`config.mk`:
```
export PLATFORM = sky130hd
export DESIGN_NAME = imem_loader
export DESIGN_NICKNAME = d
export VERILOG_FILES = /design/src/rtl/imem_loader_pkg.sv /design/src/rtl/imem_loader_byte_packer.sv /design/src/rtl/imem_loader.sv
export SDC_FILE = /design/constraint.sdc
export NUM_CORES = 1
export LEC_CHECK = 0
export ABC_AREA = 1
export CELL_PAD_IN_SITES_DETAIL_PLACEMENT = 0
export CELL_PAD_IN_SITES_GLOBAL_PLACEMENT = 1
export CORE_UTILIZATION = 40
export CTS_CLUSTER_SIZE = 25
export DETAILED_ROUTE_END_ITERATION = 16
export DONT_BUFFER_PORTS = 1
export GPL_TIMING_DRIVEN = 0
export HOLD_SLACK_MARGIN = 0.05
export PLACE_DENSITY_LB_ADDON = 0.1
export SLEW_MARGIN = 40
export SYNTH_ARGS = -nofsm -noshare
export SYNTH_HDL_FRONTEND = slang
export SYNTH_SLANG_ARGS = --single-unit
```
`constraint.sdc`:
```
create_clock -name clk -period 4.3 [get_ports clk]
set_input_delay 0.86 -clock clk [delete_from_list [all_inputs] [get_ports clk]]
set_output_delay 0.86 -clock clk [all_outputs]
set_load 0.005 [all_outputs]
```
`src/rtl/imem_loader_pkg.sv`:
```
// Shared types and framing constants for the instruction-memory loader.
// Frame layout: 16-bit word count, 4 bytes per word, then one XOR checksum byte.
package imem_loader_pkg;

   typedef enum logic [2:0] {
      S_IDLE,
      S_HDR_HI,
      S_HDR_LO,
      S_DATA,
      S_CHECK,
      S_DONE,
      S_ERR
   } state_t;

   localparam int HDR_BYTES      = 2;
   localparam int BYTES_PER_WORD = 4;
   localparam int CSUM_W         = 8;

endpackage

```
`src/rtl/imem_loader_byte_packer.sv`:
```
// Packs an MSB-first byte stream into 32-bit words.
// Raises word_valid for one cycle after the fourth byte of each word.
module byte_packer
   import imem_loader_pkg::*;
(
   input  logic        clk,
   input  logic        rst_n,
   input  logic        clear,
   input  logic        byte_en,
   input  logic [7:0]  byte_data,
   output logic        last_byte,
   output logic        word_valid,
   output logic [31:0] word
);

   logic [1:0]  idx;
   logic [23:0] shift;

   assign last_byte = (idx == 2'(BYTES_PER_WORD - 1));

   always_ff @(posedge clk or negedge rst_n) begin
      if (!rst_n) begin
         idx        <= 2'd0;
         shift      <= 24'd0;
         word       <= 32'd0;
         word_valid <= 1'b0;
      end else begin
         word_valid <= 1'b0;
         if (clear) begin
            idx <= 2'd0;
         end else if (byte_en) begin
            shift <= {shift[15:0], byte_data};
            idx   <= idx + 2'd1;
            if (last_byte) begin
               word       <= {shift, byte_data};
               word_valid <= 1'b1;
            end
         end
      end
   end

endmodule

```
`src/rtl/imem_loader.sv`:
```
// Boot loader: receives a counted, checksummed byte frame and writes it into
// instruction memory while holding the CPU pipeline until the load succeeds.
module imem_loader
   import imem_loader_pkg::*;
#(
   parameter int ADDR_W = 7
) (
   input  logic              clk,
   input  logic              rst_n,
   input  logic              start,
   input  logic              in_valid,
   input  logic [7:0]        in_data,
   output logic              in_ready,
   output logic              imem_we,
   output logic [ADDR_W-1:0] imem_addr,
   output logic [31:0]       imem_wdata,
   output logic              cpu_hold,
   output logic              done,
   output logic              error,
   output logic [15:0]       words_loaded
);

   state_t              state, state_next;
   logic [7:0]          n_hi;
   logic [15:0]         n_words;
   logic [15:0]         hdr_n;
   logic [CSUM_W-1:0]   csum;
   logic [ADDR_W-1:0]   addr;
   logic [15:0]         loaded;
   logic                fire;
   logic                data_fire;
   logic                last_byte;
   logic                word_valid;
   logic                clear;
   logic [31:0]         word;

   assign fire      = in_valid && in_ready;
   assign data_fire = fire && (state == S_DATA);
   assign hdr_n     = {n_hi, in_data};
   assign clear     = start && ((state == S_IDLE) || (state == S_DONE) || (state == S_ERR));

   byte_packer u_packer (
      .clk        (clk),
      .rst_n      (rst_n),
      .clear      (clear),
      .byte_en    (data_fire),
      .byte_data  (in_data),
      .last_byte  (last_byte),
      .word_valid (word_valid),
      .word       (word)
   );

   always_ff @(posedge clk or negedge rst_n) begin
      if (!rst_n) begin
         state <= S_IDLE;
      end else begin
         state <= state_next;
      end
   end

   always_comb begin
      state_next = state;
      in_ready   = 1'b0;
      cpu_hold   = 1'b1;
      done       = 1'b0;
      error      = 1'b0;
      case (state)
         S_IDLE, S_DONE, S_ERR: begin
            if (start) begin
               state_next = S_HDR_HI;
            end
         end
         S_HDR_HI: begin
            in_ready = 1'b1;
            if (fire) begin
               state_next = S_HDR_LO;
            end
         end
         S_HDR_LO: begin
            in_ready = 1'b1;
            // A count of exactly the memory depth is legal; anything above is not.
            if (fire) begin
               if (hdr_n == 16'd0) begin
                  state_next = S_CHECK;
               end else if ({1'b0, hdr_n} > (17'd1 << ADDR_W)) begin
                  state_next = S_ERR;
               end else begin
                  state_next = S_DATA;
               end
            end
         end
         S_DATA: begin
            in_ready = 1'b1;
            if (data_fire && last_byte && ((loaded + 16'd1) == n_words)) begin
               state_next = S_CHECK;
            end
         end
         S_CHECK: begin
            in_ready = 1'b1;
            if (fire) begin
               state_next = (in_data == csum) ? S_DONE : S_ERR;
            end
         end
         default: begin
            state_next = S_IDLE;
         end
      endcase
      if (state == S_DONE) begin
         cpu_hold = 1'b0;
         done     = 1'b1;
      end
      if (state == S_ERR) begin
         error = 1'b1;
      end
   end

   // The word counter steps on the same edge that raises imem_we, while the
   // address steps at the end of the write so the write sees the word index.
   always_ff @(posedge clk or negedge rst_n) begin
      if (!rst_n) begin
         n_hi    <= 8'd0;
         n_words <= 16'd0;
         csum    <= '0;
         addr    <= '0;
         loaded  <= 16'd0;
      end else if (clear) begin
         n_hi    <= 8'd0;
         n_words <= 16'd0;
         csum    <= '0;
         addr    <= '0;
         loaded  <= 16'd0;
      end else begin
         if (fire && (state == S_HDR_HI)) begin
            n_hi <= in_data;
         end
         if (fire && (state == S_HDR_LO)) begin
            n_words <= hdr_n;
         end
         if (data_fire) begin
            csum <= csum ^ in_data;
         end
         if (data_fire && last_byte) begin
            loaded <= loaded + 16'd1;
         end
         if (word_valid) begin
            addr <= addr + ADDR_W'(1);
         end
      end
   end

   assign imem_we      = word_valid;
   assign imem_addr    = addr;
   assign imem_wdata   = word;
   assign words_loaded = loaded;

endmodule
```
==> impl_metrics.tcl <==
set metrics [dict create \
    result_of_the_run "finished clean" \
    ys_seq_area_share_pct 52.1 \
    post_cts_resized 0 \
    commonest_non_fill_non_tap_cell_in_the_layout "sky130_fd_sc_hd__nand2_1" \
    p_leak_uw 0.00319 \
    worst_setup_hold_path_clk_slew_ns 0.05 \
    crit_type "flop to primary output" \
    synth.net_count 702 \
    insertion_delay_ns 0.42 \
    drt_pre_antenna_iters 6 \
    synthArstFlopShare_pct 100 \
    fin_crit_ns 2.46 \
    area_delta_synth_final_pct 14.5 \
    post_cts_setup_bufs 0 \
    synth.cell_area_um2 5620 \
    mean_cell_area_of_the_mapped_netlist_um2 8.18 \
    synth_enable_flop_cells 0 \
    cts_buffers 17 \
    ir_worst_vdd_uv 278 \
    setup_tns_final_ns 0 \
    internal_power_uw 2630 \
    power.share.switching_pct 31.5 \
    grt_overflow 0 \
    htree_levels 4 \
    worst_hold_path_type "primary input to async pin" \
    hold_viol 0 \
    detail-route-antenna-nets 0 \
    setup_viol 0 \
    cp.required_ns 3.44 \
    worstSetupStartpointType "flop" \
    die_span_y_um 121 \
    clk_root_buffer_cell "sky130_fd_sc_hd__clkbuf_16" \
    critPathMaxFanout 4 \
    layoutNonFillerInstCount 891 \
    arrival_ns 1.60 \
    port-buffer-count 0 \
    layout_common_cells "sky130_fd_sc_hd__nand2_1, sky130_fd_sc_hd__dfrtp_1, sky130_fd_sc_hd__inv_1" \
    multi_input_comb_area_um2 2250 \
    gp_routability_congestion 0.807 \
    layout.nets 721 \
    syn-instance-count 687 \
    grt_usage_pct 22.1 \
    fp-row-count 42 \
    floorplan.initialDensity_pct 41.8 \
    route.final.wire_length_um 14200 \
    yosys_reg_bits 117 \
    grt_antenna_before_repair 0 \
    worst-slew-pin-transition_ns 0.717 \
    power.net_switching_uw 1210 \
    wire_length_of_the_first_global_routing_pass_um 24000 \
    ys_types 37 \
    final_layout_size_suffix_gt1_share_pct 8.25 \
    place_hpwl_um 10100 \
    area_of_all_sequential_standard_cells_um2 2930 \
    synth_warnings 0 \
    r2r-start "words_loaded[0]" \
    final.fill_count 1364 \
    numPlacedInstances 863 \
    fin_worst_hold_slack_ns 0.138 \
    post_drt_wl_per_cell_um 15.9 \
    finalCritPeriodShare_pct 57.3 \
    synthFlopType "sky130_fd_sc_hd__dfrtp_1" \
    crit_start "state[1]" \
    slew_violations 0 \
    p_seq_share_pct 39.2 \
    power_density_nw_per_um2 595 \
    tritoncts "yes" \
    cts-hold-fix-buffers 0 \
    number_of_max_capacitance_violations_reported 0 \
    ioPinCount 72 \
    power.share.combinational_pct 23.1 \
    core_area_um2 13500 \
    insertedDiodeCount 0 \
    cts-root-to-sink-buffers 2 \
    part_of_the_total_power_dissipated_in_the_clock_network_pct 37.7 \
    rsz0062_at_grt "false" \
    maximum_number_of_pins_on_one_net_before_global_route_repair 118 \
    number_of_vias_per_cell_after_detailed_routing 5.04 \
    drt-initial-drc-count 367 \
    clock_sinks 117 \
    detail_route.drc_violations 0 \
    number_of_global_route_vias_before_repair 4520 \
    die_w_um 121 \
    worst_clk_skew_ns 0.00665 \
    end_kind "primary output" \
    area_enclosed_by_the_die_boundary_um2 14500 \
    timing_limited_maximum_frequency_mhz 406 \
    timing.max_slew.rel_slack_pct 52.2 \
    routed-via-count 4489 \
]
-- logic make-up after synthesis --
kind of cell	Yosys count	synth area share, %
and+or+nand+nor	350	27.7
adders and majority gates	3	0.668
buffers and inverters	111	7.94
DFF	117	52.1
AOI/OAI and AO/OA	93	9.30
muxes	1	0.178
xor gates and xnor gates	12	2.18
-- layer usage --
metal  share of wire (%)  track usage [%]
met4                 2.1             9.26
met2                  45             33.5
met1                  47             29.6
met5                   0                0
met3                 5.9             6.23
-- cell usage after synthesis (4+ instances only) --
cell type                  count  area share (%)
sky130_fd_sc_hd__clkbuf_1     11            0.73
sky130_fd_sc_hd__dfrtp_1     117              52
sky130_fd_sc_hd__o21ai_0      71             6.3
sky130_fd_sc_hd__nand3b_1      6            0.80
sky130_fd_sc_hd__nor2_1       40             2.7
sky130_fd_sc_hd__nor2_4        5             1.0
sky130_fd_sc_hd__xor2_1       10             1.6
sky130_fd_sc_hd__nand4_1      12             1.3
sky130_fd_sc_hd__nand3_1      47             4.2
sky130_fd_sc_hd__inv_1        85             5.7
sky130_fd_sc_hd__nand2_1     223              15
sky130_fd_sc_hd__o22ai_1       7            0.78
sky130_fd_sc_hd__buf_2         4            0.36
sky130_fd_sc_hd__nand2_2       4            0.44
sky130_fd_sc_hd__a22oi_1       5            0.67
-- critical path: stages (launching register included) --
cell,delay (ns)
sky130_fd_sc_hd__dfrtp_1,0.44
sky130_fd_sc_hd__inv_2,0.10
sky130_fd_sc_hd__nor2_1,0.05
sky130_fd_sc_hd__inv_1,0.09
sky130_fd_sc_hd__nor2_1,0.04
sky130_fd_sc_hd__inv_1,0.10
sky130_fd_sc_hd__nand2_1,0.07
sky130_fd_sc_hd__nor2_1,0.14
sky130_fd_sc_hd__o21ai_0,0.15
-- area by class of cell --
| cell class | count | area share, % |
|---|---|---|
| flip-flops and latches | 117 | 45.5 |
| multi-input cells | 459 | 34.9 |
| clock buffers | 24 | 7.79 |
| inverters | 91 | 5.34 |
| well taps | 176 | 3.42 |
| plain buffers | 20 | 1.59 |
| clock inverters | 4 | 1.48 |
-- state kept, by name, summed over array words and instances, names as in the netlist, 2 cells and up --
register and flops:
words_loaded 16, u_packer.shift 24, n_hi 8, u_packer.word 32
imem_addr 7, state 3, csum 8, u_packer.idx 2
n_words 16
-- final timing paths --
path / slack, ns / cells past startpoint / to
max: 1.84 / 8 / in_ready
min: 0.14 / 0 / u_packer.word[29]
max reg2reg: 2.05 / 16 / state[0]
min reg2reg: 0.48 / 2 / u_packer.word[31]
max in group asynchronous: 3.99 / 0 / state[0]
min in group clk: 0.48 / 2 / u_packer.word[31]
-- power groups by stage --
stage / sequential (uW) / clock (uW) / combinational [uW]
floorplan: 1460 / 0 / 700
global route: 1530 / 1520 / 1030
detailed placement: 1520 / 0 / 892
global placement: 1510 / 0 / 877
CTS: 1500 / 1470 / 896
finish: 1500 / 1440 / 885
-- through the flow --
step	setup WS, ns	util (%)	total power, uW	instance area (um^2)
2_1_floorplan	2.32	-	2160	5620
3_3_place_gp	1.89	43.4	2390	5840
3_5_place_dp	1.87	43.4	2410	5840
4_1_cts	1.81	47.9	3870	6440
5_1_grt	1.70	47.9	4080	6440
6_report	1.84	47.9	3830	6440
No activity file was read; power rests on OpenSTA's default activity.
